<file path="src/rtl/loader_pkg.sv">
// Shared definitions for the instruction-memory loader: FSM state encoding and frame constants.
package loader_pkg;

   typedef enum logic [2:0] {
      CNT_HI,
      CNT_LO,
      DAT_HI,
      DAT_LO,
      CHK,
      DONE,
      ERR
   } state_t;

   localparam int unsigned HDR_BYTES = 2;

endpackage

</file>
<file path="src/rtl/instr_loader.sv">
// Fills instruction memory from a byte stream framed as {N_hi, N_lo, N x {hi, lo}} and holds the CPU until done.
// Optional trailing XOR checksum byte when LOADER_CHECKSUM_EN is defined.
module instr_loader
   import loader_pkg::*;
#(
   parameter int unsigned       ADDR_W     = 12,
   parameter int unsigned       DATA_W     = 16,
   parameter logic [ADDR_W-1:0] START_ADDR = '0
) (
   input  logic              clock,
   input  logic              reset_n,
   input  logic [7:0]        in_data,
   input  logic              in_valid,
   output logic              in_ready,
   output logic              imem_we,
   output logic [ADDR_W-1:0] imem_addr,
   output logic [DATA_W-1:0] imem_wdata,
   output logic              cpu_hold,
   output logic              load_done,
   output logic              load_err,
   output logic [ADDR_W:0]   words_loaded
);

   localparam int unsigned DEPTH = 2**ADDR_W;

   state_t            state, state_nx;
   logic [7:0]        cnt_hi;
   logic [7:0]        hi_byte;
   logic [ADDR_W:0]   remaining;
   logic [15:0]       n_words;
   logic              xfer;
   logic              last_word;
`ifdef LOADER_CHECKSUM_EN
   logic [7:0]        chk;
`endif

   assign n_words   = {cnt_hi, in_data};
   assign xfer      = in_valid & in_ready;
   assign last_word = (remaining == (ADDR_W+1)'(1));
   assign in_ready  = (state != DONE) && (state != ERR);
   assign load_err  = (state == ERR);

   always_ff @(posedge clock or negedge reset_n) begin
      if (!reset_n) state <= CNT_HI;
      else          state <= state_nx;
   end

   always_comb begin
      state_nx = state;
      if (xfer) begin
         case (state)
            CNT_HI: state_nx = CNT_LO;
            CNT_LO: begin
               if (n_words == 16'h0)             state_nx = DONE;
               else if (32'(n_words) > DEPTH)    state_nx = ERR;
               else                              state_nx = DAT_HI;
            end
            DAT_HI: state_nx = DAT_LO;
            DAT_LO: begin
`ifdef LOADER_CHECKSUM_EN
               state_nx = last_word ? CHK : DAT_HI;
`else
               state_nx = last_word ? DONE : DAT_HI;
`endif
            end
`ifdef LOADER_CHECKSUM_EN
            CHK:    state_nx = (in_data == chk) ? DONE : ERR;
`endif
            default: state_nx = state;
         endcase
      end
   end

   // load_done waits one cycle past the final write so the CPU never fetches a word still being stored.
   always_ff @(posedge clock or negedge reset_n) begin
      if (!reset_n) begin
         cnt_hi       <= '0;
         hi_byte      <= '0;
         remaining    <= '0;
         imem_we      <= 1'b0;
         imem_addr    <= START_ADDR;
         imem_wdata   <= '0;
         words_loaded <= '0;
         load_done    <= 1'b0;
         cpu_hold     <= 1'b1;
`ifdef LOADER_CHECKSUM_EN
         chk          <= '0;
`endif
      end else begin
         imem_we <= 1'b0;
         if (imem_we && state == DONE) begin
            load_done <= 1'b1;
            cpu_hold  <= 1'b0;
         end
         if (xfer) begin
`ifdef LOADER_CHECKSUM_EN
            if (state != CHK) chk <= chk ^ in_data;
`endif
            case (state)
               CNT_HI: cnt_hi <= in_data;
               CNT_LO: begin
                  remaining <= (ADDR_W+1)'(n_words);
                  if (n_words == 16'h0) begin
                     load_done <= 1'b1;
                     cpu_hold  <= 1'b0;
                  end
               end
               DAT_HI: hi_byte <= in_data;
               DAT_LO: begin
                  imem_we      <= 1'b1;
                  imem_wdata   <= DATA_W'({hi_byte, in_data});
                  imem_addr    <= START_ADDR + words_loaded[ADDR_W-1:0];
                  words_loaded <= words_loaded + 1'b1;
                  remaining    <= remaining - 1'b1;
               end
`ifdef LOADER_CHECKSUM_EN
               CHK: begin
                  if (in_data == chk) begin
                     load_done <= 1'b1;
                     cpu_hold  <= 1'b0;
                  end
               end
`endif
               default: ;
            endcase
         end
      end
   end

endmodule

</file>
<file path="config.mk">
export PLATFORM = sky130hd
export DESIGN_NAME = instr_loader
export DESIGN_NICKNAME = d
export VERILOG_FILES = /design/src/rtl/loader_pkg.sv /design/src/rtl/instr_loader.sv
export SDC_FILE = /design/constraint.sdc
export NUM_CORES = 1
export LEC_CHECK = 0
export BUFFER_PORTS_ARGS = -buffer_cell sky130_fd_sc_hd__buf_4
export CAP_MARGIN = 10
export CORE_MARGIN = 2
export CORE_UTILIZATION = 55
export DETAILED_ROUTE_END_ITERATION = 10
export PLACE_DENSITY = 0.88
export SYNTH_ARGS = -nofsm -noshare
export SYNTH_HDL_FRONTEND = slang
export SYNTH_SLANG_ARGS = --single-unit
</file>
<file path="constraint.sdc">
create_clock -name clock -period 2.4 [get_ports clock]
set_input_delay 0.24 -clock clock [delete_from_list [all_inputs] [get_ports clock]]
set_output_delay 0.24 -clock clock [all_outputs]
set_load 0.03 [all_outputs]
</file>
## Yosys cells after proc, flatten, opt, wreduce, memory -nomap -nowiden

Index checks and enable logic that the tools add are counted.

| cells by class | value |
|---|---|
| add/subtract/negate cells | 2 |
| order comparisons | 1 |
| bitwise logic cells | 1 |
| eq/ne operators | 8 |
| reductions and logical operators | 11 |
| multiplexer cells | 15 |

Operators by type and width:

| kind | number |
|---|---|
| $pmux W13 S2 | 1 |
| $gt A16 B13 Y1 const B | 1 |
| $logic_not A16 Y1 | 1 |
| $add A13 B1 Y13 const B | 1 |
| $eq A13 B1 Y1 const B | 1 |
| $sub A13 B1 Y13 const B | 1 |
| $pmux W3 S4 | 1 |
| $mux W1 | 10 |
| $reduce_and A2 Y1 | 5 |
| $mux W3 | 3 |
| $eq A3 B2 Y1 const B | 2 |
| $eq A3 B3 Y1 const B | 2 |
| $ne A3 B3 Y1 const B | 2 |
| $reduce_bool A4 Y1 | 1 |
| $eq A3 B1 Y1 const B | 1 |
| $logic_not A3 Y1 | 1 |
| $logic_and A1 B1 Y1 | 2 |
| $reduce_bool A2 Y1 | 1 |
| $and A1 B1 Y1 | 1 |

| storage, ports and cells | value |
|---|---|
| output and inout bits | 46 |
| logic and storage cells | 48 |
| register bits | 76 |
| bits of input ports | 11 |

## Logic depth before layout (Yosys ltp)

Gate-level depths: netlist of run 1.

| depth | value |
|---|---|
| word-level depth | 6 |
| gate-level depth with buffers | 6 |
| mapped depth without buffers | 6 |

## Least setup slack after synthesis of run 1

OpenSTA, ideal clock, no wires.

| timing | value |
|---|---|
| path type | reg2reg |
| start | reg remaining[7] |
| end | reg remaining[11] |
| buffers on the path | 0 |
| library setup time | 121 ps |
| slack | 754 ps |
| data required time | 2,279 ps |
| cell stages (with the launch flop) | 5 |
| period minus slack after synthesis | 1,646 ps |
| data arrival time | 1,525 ps |
| cell sequence | dfrtp_1 -> or4_4 -> nor4_2 -> a31oi_1 -> o22a_1 |

| between the ends | value |
|---|---|
| longest elaborated chain between the ends | 2 |

RTL lines:

| item | RTL line | text |
|---|---|---|
| from (decl) | instr_loader.sv:29 | `logic [ADDR_W:0] remaining;` |
| from (signal assigned) | instr_loader.sv:102 | `remaining <= (ADDR_W+1)'(n_words);` |
| from (signal assigned) | instr_loader.sv:114 | `remaining <= remaining - 1'b1;` |
| $sub A13 B1 Y13 | instr_loader.sv:114 |  |
| $pmux W13 S2 | instr_loader.sv:99 | `case (state)` |

No other way between the ends.
A chain may end at the register's enable or synchronous reset.

## Worst setup path after layout of run 1

| timing | value |
|---|---|
| start | reg state[0] |
| end | reg words_loaded[11] |

| between the ends | value |
|---|---|
| longest elaborated chain between the ends | 4 |
| elaborated cells between the ends (all ways) | 6 |
| those cells by class | eq/ne: 3; bitwise: 1; reduce/logical: 2 |

RTL lines:

| item | RTL line | text |
|---|---|---|
| from (decl) | instr_loader.sv:26 | `state_t state, state_nx;` |
| from (signal assigned) | instr_loader.sv:45 | `else state <= state_nx;` |
| $ne A3 B3 Y1 | instr_loader.sv:40 | `assign in_ready = (state != DONE) && (state != ERR);` |
| $logic_and A1 B1 Y1 | instr_loader.sv:40 |  |
| $and A1 B1 Y1 | instr_loader.sv:38 | `assign xfer = in_valid & in_ready;` |
| $reduce_and A2 Y1 (no source line) (*) | - |  |
| to (signal assigned) | instr_loader.sv:113 | `words_loaded <= words_loaded + 1'b1;` |
| to (decl) | instr_loader.sv:21 | `output logic [ADDR_W:0] words_loaded` |

Mark *: on every way between the ends. The rest lies on a longest branch, timed or not.

==> flow_metrics.py, run 1 <==
metrics = {
    "floorplanning": {
        "initial_core_util_pct": 57.5,
        "fp-row-count": 28,
        "dieArea_sq_mm": 0.00691,
        "die_y_um": 83.1,
        "die_w_um": 83.1,
        "core-area_sq_mm": 0.00599,
        "ioPinCount": 57,
    },
    "hold_path": {
        "min-delay-path-class": "input port to asynchronous set/reset pin",
    },
    "timing": {
        "finalCritPeriodShare_pct": 78.0,
        "grt_setup_unrepaired": "no",
        "finalSetupTns_ns": 0,
        "max_slew_margin_pct": 37.7,
        "hold_violations": 0,
        "slew_violations": 0,
        "timing.fmax_mhz": 534,
        "period_needed_ns": 1.87,
        "worst_clock_skew_ns": 0.00540,
        "tightest_slew_ns": 0.934,
        "setup_viol": 0,
    },
    "place": {
        "dp_hpwl_um": 5210,
        "place_congestion": 0.978,
        "dpl-instance-area_sq_mm": 0.00392,
        "io_buffers": 56,
    },
    "synth": {
        "synth_warnings": 0,
        "synth_seq_area_share_pct": 55.3,
        "synth_area_leaders": "dfrtp_1, mux2_1, a21oi_1",
        "synthCells": 281,
        "yosysMostFrequentCell": "dfrtp_1",
        "synth_compound_gate_area_share_pct": 9.60,
        "synth_ff_type": "dfrtp_1",
        "netlist.area_leader.share_pct": 54.5,
        "synth-edff-count": 0,
        "synth.distinct_cells": 50,
        "synth_top_cell_by_area": "dfrtp_1",
        "avgSynthCellArea_sq_um": 12.2,
        "synthSimpleGateAreaFrac_pct": 14.0,
        "synth_seq_cells": 76,
        "async_flop_share_pct": 100,
        "synth_fp_nets": 295,
        "syn_area_sq_mm": 0.00344,
        "synth_top_family_by_area": "multiplexers",
        "synthAdderAreaFrac_pct": 1.09,
        "synthMuxAreaShare_pct": 14.4,
        "synthTopCellsByCount": "dfrtp_1, mux2_1, nor2_1",
        "synth_xor_area_share_pct": 3.05,
    },
    "detailed_routing": {
        "dr.first_iter.drc_count": 260,
        "ant_nets": 0,
        "viasPerCell": 5.96,
        "wl_per_cell_um": 17.9,
        "vias": 2497,
        "wirelength_um": 7510,
        "dr.pass1.iters": 4,
        "drc_errors": 0,
    },
    "critical_path": {
        "cp_num_buf_inv": 1,
        "required_ns": 2.64,
        "r2r-start": "state[0]",
        "arrival_ns": 2.11,
        "crit_path_start_kind": "register",
        "cp-end-kind": "register",
        "crit_start": "state[0]",
        "crit_path_max_incr_delay_ns": 0.61,
        "cp_cell_sequence": "and4b_1 -> buf_4 -> and4_1 -> nand4_1 -> xnor2_1",
        "crit_family": "simple AND/OR/NAND/NOR gates",
        "crit_type": "register to register",
        "crit_slowest_cell": "dfrtp_1",
        "worstPathMaxFanout": 14,
        "r2r_cells": 5,
        "reg2reg_to": "words_loaded[11]",
        "rrSetupSlack_ns": 0.53,
    },
    "pwr": {
        "p_leak_nw": 1.87,
        "p_per_area_mw_per_mm2": 1090,
        "irDropWorstVdd_mv": 0.751,
    },
    "clocking": {
        "cts_made_buffers": 9,
        "cts_htree_levels": 3,
        "cts-root-buf": "clkbuf_8",
        "cts_tree": "done",
        "path_clk_slew_ns": 0.08,
        "ctsHoldBuffers": 0,
        "clock-sinks": 76,
        "postCtsSetupRepairBufs": 0,
        "clk_path_buf_depth": 2,
        "cts_resized": 0,
        "clk_latency_ns": 0.35,
    },
    "run": {
        "maxCapViolations": 0,
    },
    "grt": {
        "grt_pass1_vias": 2410,
        "track_usage_pct": 22.5,
        "grt_antenna_before_repair": 0,
        "grt_pass1_wl_um": 12300,
        "grt-ovfl-total": 0,
        "grt_max_degree": 77,
    },
    "cells_and_area": {
        "antenna_cells": 0,
        "drive_gt1_share_pct": 25.3,
        "final-seq-area_sq_mm": 0.00190,
        "nets": 353,
        "synthToLayoutAreaGrowth_pct": 21.2,
        "final_area_sq_mm": 0.00417,
        "nFillCells": 402,
        "multi_input_area_sq_mm": 0.00145,
    },
    "outcome": {
        "status": "finished, final reports clean",
    },
}
## worst register-to-register path, cell delays in order, from the launching register on
cell	delay, ns
dfrtp_1	0.61
and4b_1	0.35
buf_4	0.23
and4_1	0.28
nand4_1	0.14
xnor2_1	0.15
## metrics by stage
step                cells  power, mW  hold WS [ns]  utilization (%)  setup WS, ns
finish                419       4.53        0.0212             69.6         0.528
global placement      403       3.29         0.435             65.5         0.636
floorplan             281       2.80       -0.0556                -         0.754
CTS                   419       4.55        0.0554             69.6         0.536
detailed placement    403       3.36         0.437             65.5         0.563
global route          419       4.74         0.105             69.6         0.428
## final cells by class
type,count,share of cell area [%]
Inverter,5,0.450
Multi-Input combinational cell,186,34.7
Sequential cell,76,45.6
Clock inverter,6,2.67
Clock buffer,10,3.30
Tap cell,75,2.25
Timing Repair Buffer,61,11.0
## report_power, final
group / leakage [nW] / internal (mW) / switching [mW]
clock: 0.122 / 0.719 / 0.470
combinational: 0.835 / 0.545 / 0.796
sequential: 0.913 / 1.64 / 0.354
## registers in the layout, indices dropped and copies added, names as in the netlist
register / count
cnt_hi: 8
cpu_hold: 1
hi_byte: 8
imem_addr: 12
imem_wdata: 16
imem_we: 1
load_done: 1
remaining: 13
state: 3
words_loaded: 13
## cell usage in the layout (no fill, tap or decap), drive strengths merged, types with 8 or more instances in the layout
cell    Yosys  layout
nor4        8       8
a21oi      16      16
buf         9      61
clkbuf      5      10
xnor2       8       8
mux2       44      44
o21ai      11      11
dfrtp      75      75
nor2       18      18
## metal layers
layer  global-route usage, %  routed length (um)
met5                       0                   0
met4                    8.35                 126
met3                    5.27                 516
met2                    35.5                3660
met1                    30.4                3210
## cells by family (layout without fill, tap and decap cells)
logic type	Yosys count	in the layout
buffers and inverters	19	82
and+or+nand+nor	75	75
DFF	76	76
AOI/OAI and AO/OA	52	52
xor gates and xnor gates	12	12
muxes	44	44
adders and majority gates	3	3
## worst max-delay path by stage
| stage | depth (start not counted) | end | slack [ns] |
|---|---|---|---|
| 2_1_floorplan | 4 | remaining[11] | 0.75 |
| 3_3_place_gp | 5 | words_loaded[11] | 0.64 |
| 3_5_place_dp | 5 | words_loaded[11] | 0.56 |
| 4_1_cts | 5 | words_loaded[11] | 0.54 |
| 5_1_grt | 5 | words_loaded[11] | 0.43 |
| 6_report | 5 | words_loaded[11] | 0.53 |
Note: power is estimated with default switching activity, not from simulation.
==> run 2, diff against run 1 <==
--- a/config.mk
+++ b/config.mk
@@ -5,12 +5,13 @@
 export SDC_FILE = /design/constraint.sdc
 export NUM_CORES = 1
 export LEC_CHECK = 0
+export ABC_AREA = 1
 export BUFFER_PORTS_ARGS = -buffer_cell sky130_fd_sc_hd__buf_4
 export CAP_MARGIN = 10
 export CORE_MARGIN = 2
-export CORE_UTILIZATION = 55
+export CORE_UTILIZATION = 51
 export DETAILED_ROUTE_END_ITERATION = 10
-export PLACE_DENSITY = 0.88
+export PLACE_DENSITY = 0.86
 export SYNTH_ARGS = -nofsm -noshare
 export SYNTH_HDL_FRONTEND = slang
 export SYNTH_SLANG_ARGS = --single-unit
==> constraint.sdc (replaced) <==
create_clock -name clock -period 1.5 [get_ports clock]
set_input_delay 0.15 -clock clock [delete_from_list [all_inputs] [get_ports clock]]
set_output_delay 0.15 -clock clock [all_outputs]
set_load 0.03 [all_outputs]
==> flow_metrics.py, run 2 <==
metrics = {
    "pwr": {
        "p_leak_nw": 2.30,
        "irDropWorstVdd_mv": 0.461,
        "p_per_area_mw_per_mm2": 843,
    },
    "critical_path": {
        "crit_path_start_kind": "register",
        "r2r-start": "state[0]",
        "worstPathMaxFanout": 4,
        "reg2reg_to": "imem_wdata[3]",
        "required_ns": 1.35,
        "crit_type": "register to output pin",
        "cp-end-kind": "output pin",
        "rrSetupSlack_ns": 0.05,
        "arrival_ns": 1.33,
        "crit_start": "state[1]",
        "r2r_cells": 5,
    },
    "synth": {
        "netlist.area_leader.share_pct": 51.4,
        "synth_ff_type": "dfrtp_1",
        "synth.distinct_cells": 25,
        "avgSynthCellArea_sq_um": 8.07,
        "synth-edff-count": 0,
        "yosysMostFrequentCell": "nand2_1",
        "synth_fp_nets": 467,
        "synth_area_leaders": "dfrtp_1, nand2_1, o21ai_0",
        "synth_seq_area_share_pct": 52.1,
        "async_flop_share_pct": 100,
        "synth_warnings": 0,
        "syn_area_sq_mm": 0.00365,
        "synthTopCellsByCount": "nand2_1, dfrtp_1, o21ai_0",
        "synth_seq_cells": 76,
        "synthCells": 453,
        "synth_top_cell_by_area": "dfrtp_1",
    },
    "grt": {
        "grt-ovfl-total": 0,
        "grt_pass1_wl_um": 14100,
        "grt_pass1_vias": 3180,
        "grt_antenna_before_repair": 0,
        "track_usage_pct": 23.5,
        "grt_max_degree": 49,
    },
    "timing": {
        "finalSetupTns_ns": 0,
        "whs_ns": 0.110,
        "hold_violations": 0,
        "finalCritPeriodShare_pct": 98.4,
        "max_slew_margin_pct": 72.2,
        "slew_violations": 0,
        "setup_viol": 0,
        "period_needed_ns": 1.48,
        "timing.fmax_mhz": 677,
        "worst_clock_skew_ns": 0.0114,
        "grt_setup_unrepaired": "yes",
        "tightest_slew_ns": 0.417,
    },
    "place": {
        "dp_hpwl_um": 6100,
        "dpl-instance-area_sq_mm": 0.00426,
        "io_buffers": 56,
        "place_congestion": 0.902,
        "dp.cells": 611,
    },
    "detailed_routing": {
        "drc_errors": 0,
        "viasPerCell": 5.31,
        "ant_nets": 0,
        "wirelength_um": 8790,
        "dr.pass1.iters": 6,
        "dr.first_iter.drc_count": 192,
        "wl_per_cell_um": 13.9,
        "vias": 3368,
    },
    "floorplanning": {
        "fp-row-count": 30,
        "initial_core_util_pct": 53.2,
        "core-area_sq_mm": 0.00687,
        "die_y_um": 88.7,
        "die_w_um": 88.7,
        "dieArea_sq_mm": 0.00786,
        "ioPinCount": 57,
    },
    "hold_path": {
        "holdPathStages": 3,
        "min-delay-path-class": "input port to register",
        "hold_end": "remaining[1]",
        "min_from": "in_data[1]",
    },
    "clocking": {
        "cts_tree": "done",
        "cts-root-buf": "clkbuf_8",
        "clk_latency_ns": 0.36,
        "clk_path_buf_depth": 2,
        "cts_made_buffers": 9,
        "cts_htree_levels": 3,
        "path_clk_slew_ns": 0.07,
        "clock-sinks": 76,
    },
    "cells_and_area": {
        "antenna_cells": 0,
        "instances_no_fill": 634,
        "drive_gt1_share_pct": 23.4,
        "largest_reg_flops": 16,
        "nets": 547,
        "synthToLayoutAreaGrowth_pct": 24.8,
        "fin_util_pct": 66.4,
        "final_area_sq_mm": 0.00456,
        "layout_common_cells": "nand2_1, buf_4, dfrtp_1",
        "final_common_cell": "nand2_1",
        "top_regs": "imem_wdata: 16 flops, remaining: 13 flops, words_loaded: 13 flops",
        "regMostFlops": "imem_wdata",
    },
    "outcome": {
        "status": "finished, final reports clean",
    },
    "run": {
        "maxCapViolations": 0,
    },
}
==> run 2: cell types whose count changed in the layout (fill, tap and decap cells not counted), moves of 6 or more <==
cell,previous run,this run
nand2_1,6,139
o21ai_0,5,61
nand3_1,4,23
inv_1,5,42
mux2_1,44,0
buf_4,61,78
xnor2_1,8,1
inv_2,0,6
nor2_1,18,32
nor4_1,6,0
==> run 2: cell type report <==
type                            instances  area [sq um]
Clock buffer                           14           153
Clock inverter                          2          12.5
Fill cell                             551          2310
Inverter                               50           193
Multi-Input combinational cell        314          1530
Sequential cell                        76          1910
Tap cell                               96           120
Timing Repair Buffer                   82           647
==> run 2: metal layers <==
layer	vias up	GRT usage [%]	wire length [um]
li1	1608	-	-
met1	1586	28.8	3560
met2	152	39.3	4460
met3	22	6.06	569
met4	0	9.78	207
met5	-	0	0
==> run 2: cells by family after synthesis <==
| kind of cell | after synthesis | share of synthesized area, % |
|---|---|---|
| and+or+nand+nor | 222 | 25.6 |
| AOI/OAI and AO/OA | 79 | 11.1 |
| DFF | 76 | 52.1 |
| buffers and inverters | 63 | 7.74 |
| xor gates and xnor gates | 10 | 2.40 |
| adders and majority gates | 3 | 1.03 |
==> run 2: how the worst max path moves through the flow <==
stage,cells after the start,to
final,7,in_ready
after global routing,8,state[0]
after CTS,7,in_ready
after detailed placement,6,imem_wdata[3]
after global placement,6,imem_addr[2]
after floorplan,7,words_loaded[8]
==> run 2: timing repair <==
item                                    in CTS  in global routing
setup buffers                                1                  5
hold endpoints to repair                    22                  0
hold buffers                                 1                  0
resized for setup                            6                 18
pin swaps                                    0                  2
endpoints found under the setup margin      26                 16
==> run 2: worst max-delay path: stages (launching register included) <==
cell     delay (ns)
dfrtp_1        0.43
inv_2          0.13
nand2_2        0.08
inv_2          0.07
nand2_2        0.04
nand2_1        0.06
inv_2          0.04
buf_6          0.13
==> run 2: power by group <==
| group | switching, mW | leakage [nW] | internal (mW) | total (mW) |
|---|---|---|---|---|
| combinational | 0.227 | 1.29 | 0.122 | 0.350 |
| sequential | 0.0329 | 0.928 | 2.09 | 2.12 |
| clock | 0.728 | 0.0807 | 0.646 | 1.37 |
| total | 0.989 | 2.30 | 2.86 | 3.85 |
==> run 2: stage by stage <==
| stage | setup WS, ns | power, mW |
|---|---|---|
| 2_1_floorplan | 0.00432 | 2.32 |
| 3_3_place_gp | 0.0336 | 2.49 |
| 3_5_place_dp | -0.0987 | 2.50 |
| 4_1_cts | 0.000445 | 3.86 |
| 5_1_grt | -0.0802 | 4.00 |
| 6_report | 0.0238 | 3.85 |
==> run 3, diff against run 2 <==
--- a/config.mk
+++ b/config.mk
@@ -9,9 +9,10 @@
 export BUFFER_PORTS_ARGS = -buffer_cell sky130_fd_sc_hd__buf_4
 export CAP_MARGIN = 10
 export CORE_MARGIN = 2
-export CORE_UTILIZATION = 51
+export CORE_UTILIZATION = 55
 export DETAILED_ROUTE_END_ITERATION = 10
-export PLACE_DENSITY = 0.86
+export PLACE_DENSITY = 0.88
+export SETUP_SLACK_MARGIN = 0.02
 export SYNTH_ARGS = -nofsm -noshare
 export SYNTH_HDL_FRONTEND = slang
 export SYNTH_SLANG_ARGS = --single-unit
==> constraint.sdc (replaced) <==
create_clock -name clock -period 1.6 [get_ports clock]
set_input_delay 0.16 -clock clock [delete_from_list [all_inputs] [get_ports clock]]
set_output_delay 0.16 -clock clock [all_outputs]
set_load 0.03 [all_outputs]
==> flow_metrics.py, run 3 (synthesis gave the netlist of run 2 again) <==
metrics = {
    "grt": {
        "grt_antenna_before_repair": 0,
        "grt-ovfl-total": 0,
        "track_usage_pct": 24.8,
        "grt_pass1_wl_um": 14200,
        "grt_max_degree": 49,
        "grt_util_met1_pct": 29.8,
        "met2_usage_pct": 43.3,
        "grt_pass1_vias": 3134,
        "grt-busiest-layer": "met2",
        "grt_util_met3_pct": 4.14,
    },
    "clocking": {
        "path_clk_slew_ns": 0.08,
        "clk_latency_ns": 0.35,
        "cts_made_buffers": 9,
        "clk_path_buf_depth": 2,
        "clock-sinks": 76,
        "cts-root-buf": "clkbuf_8",
        "cts_tree": "done",
        "cts_htree_levels": 3,
    },
    "detailed_routing": {
        "wirelength_um": 8860,
        "drc_errors": 0,
        "dr.pass1.iters": 5,
        "viasPerCell": 5.37,
        "dr.first_iter.drc_count": 275,
        "wl_per_cell_um": 14.5,
        "vias": 3283,
        "ant_nets": 0,
    },
    "critical_path": {
        "crit_type": "register to output pin",
        "cp-end-kind": "output pin",
        "worstPathMaxFanout": 7,
        "required_ns": 1.44,
        "crit_path_start_kind": "register",
        "arrival_ns": 1.37,
    },
    "hold_path": {
        "min-delay-path-class": "input port to register",
    },
    "pwr": {
        "p_per_area_mw_per_mm2": 802,
        "irDropWorstVdd_mv": 0.554,
        "p_leak_nw": 2.28,
    },
    "timing": {
        "hold_violations": 0,
        "period_needed_ns": 1.53,
        "setup_viol": 0,
        "worst_slack_ns": 0.0712,
        "tightest_slew_ns": 0.502,
        "finalCritPeriodShare_pct": 95.5,
        "grt_setup_unrepaired": "yes",
        "worst_clock_skew_ns": 0.00769,
        "timing.fmax_mhz": 654,
        "slew_violations": 0,
        "max_slew_margin_pct": 66.6,
    },
    "cells_and_area": {
        "largest_reg_flops": 16,
        "drive_gt1_share_pct": 21.9,
        "final_common_cell": "nand2_1",
        "instances_no_fill": 611,
        "synthToLayoutAreaGrowth_pct": 23.3,
        "nets": 543,
        "top_regs": "imem_wdata: 16 flops, remaining: 13 flops, words_loaded: 13 flops",
        "antenna_cells": 0,
        "layout_common_cells": "nand2_1, buf_4, dfrtp_1",
        "regMostFlops": "imem_wdata",
    },
    "floorplanning": {
        "initial_core_util_pct": 57.2,
        "ioPinCount": 57,
        "fp-row-count": 29,
        "core-area_sq_mm": 0.00639,
        "die_w_um": 85.5,
        "die_y_um": 85.5,
        "dieArea_sq_mm": 0.00731,
    },
    "place": {
        "dp_hpwl_um": 6230,
        "place_congestion": 0.951,
        "io_buffers": 56,
        "dp.cells": 586,
        "dp_slack_ns": -0.0796,
    },
    "outcome": {
        "status": "finished, final reports clean",
    },
    "run": {
        "maxCapViolations": 0,
    },
}
-- run 3: through the flow --
step,power (mW),setup TNS [ns],hold WS [ns],util [%],cell area (sq um)
final,3.61,0,0.136,70.6,4510
after global routing,3.75,-0.0403,0.140,70.6,4510
after CTS,3.63,0,0.137,68.8,4390
after global placement,2.34,0,0.148,65.8,4200
after detailed placement,2.35,-0.393,0.168,65.8,4200
after floorplan,2.18,0,-0.136,-,3660
-- run 3: critical path, cell delays in order (launching register included) --
cell,delay [ns]
dfrtp_2,0.48
nor2_2,0.16
nand2_1,0.10
nand2_1,0.07
inv_1,0.05
buf_4,0.16
-- run 3: per-layer routing --
metal	wire length (um)	part of all wire (%)
met5	0	0
met3	436	4.9
met2	4580	52
met1	3620	41
met4	216	2.4
-- run 3: area by class of cell --
cell class | count | area (sq um)
fillers | 472 | 1880
inverters | 50 | 198
well taps | 77 | 96.3
multi-input cells | 314 | 1490
clock buffers | 10 | 128
flip-flops and latches | 76 | 1910
repair buffers | 78 | 643
clock inverters | 6 | 40.0
-- run 3: repair_timing --
action	4_1_cts	5_1_grt
hold buffers	1	0
setup buffers	0	7
pin swaps	0	3
cloned	0	1
resized for setup	4	11
endpoints found under the hold margin	35	0
endpoints found under the setup margin	30	20
-- run 3: worst paths after layout --
path	from	endpoint	slack (ns)	cells past startpoint
worst max-delay path	state[0]	in_ready	0.07	5
worst min-delay path	in_data[3]	remaining[3]	0.14	3
worst max register to register	state[2]	words_loaded[6]	0.07	9
worst min register to register	load_done	load_done	0.47	2
max in group asynchronous	reset_n	state[0]	0.74	3
min in group asynchronous	reset_n	words_loaded[7]	0.31	2
-- run 3: power by group --
group	total [mW]	switching [mW]	leakage (nW)	internal, mW
clock network	1.30	0.738	0.0864	0.563
logic	0.319	0.211	1.27	0.109
registers	1.99	0.0329	0.928	1.96
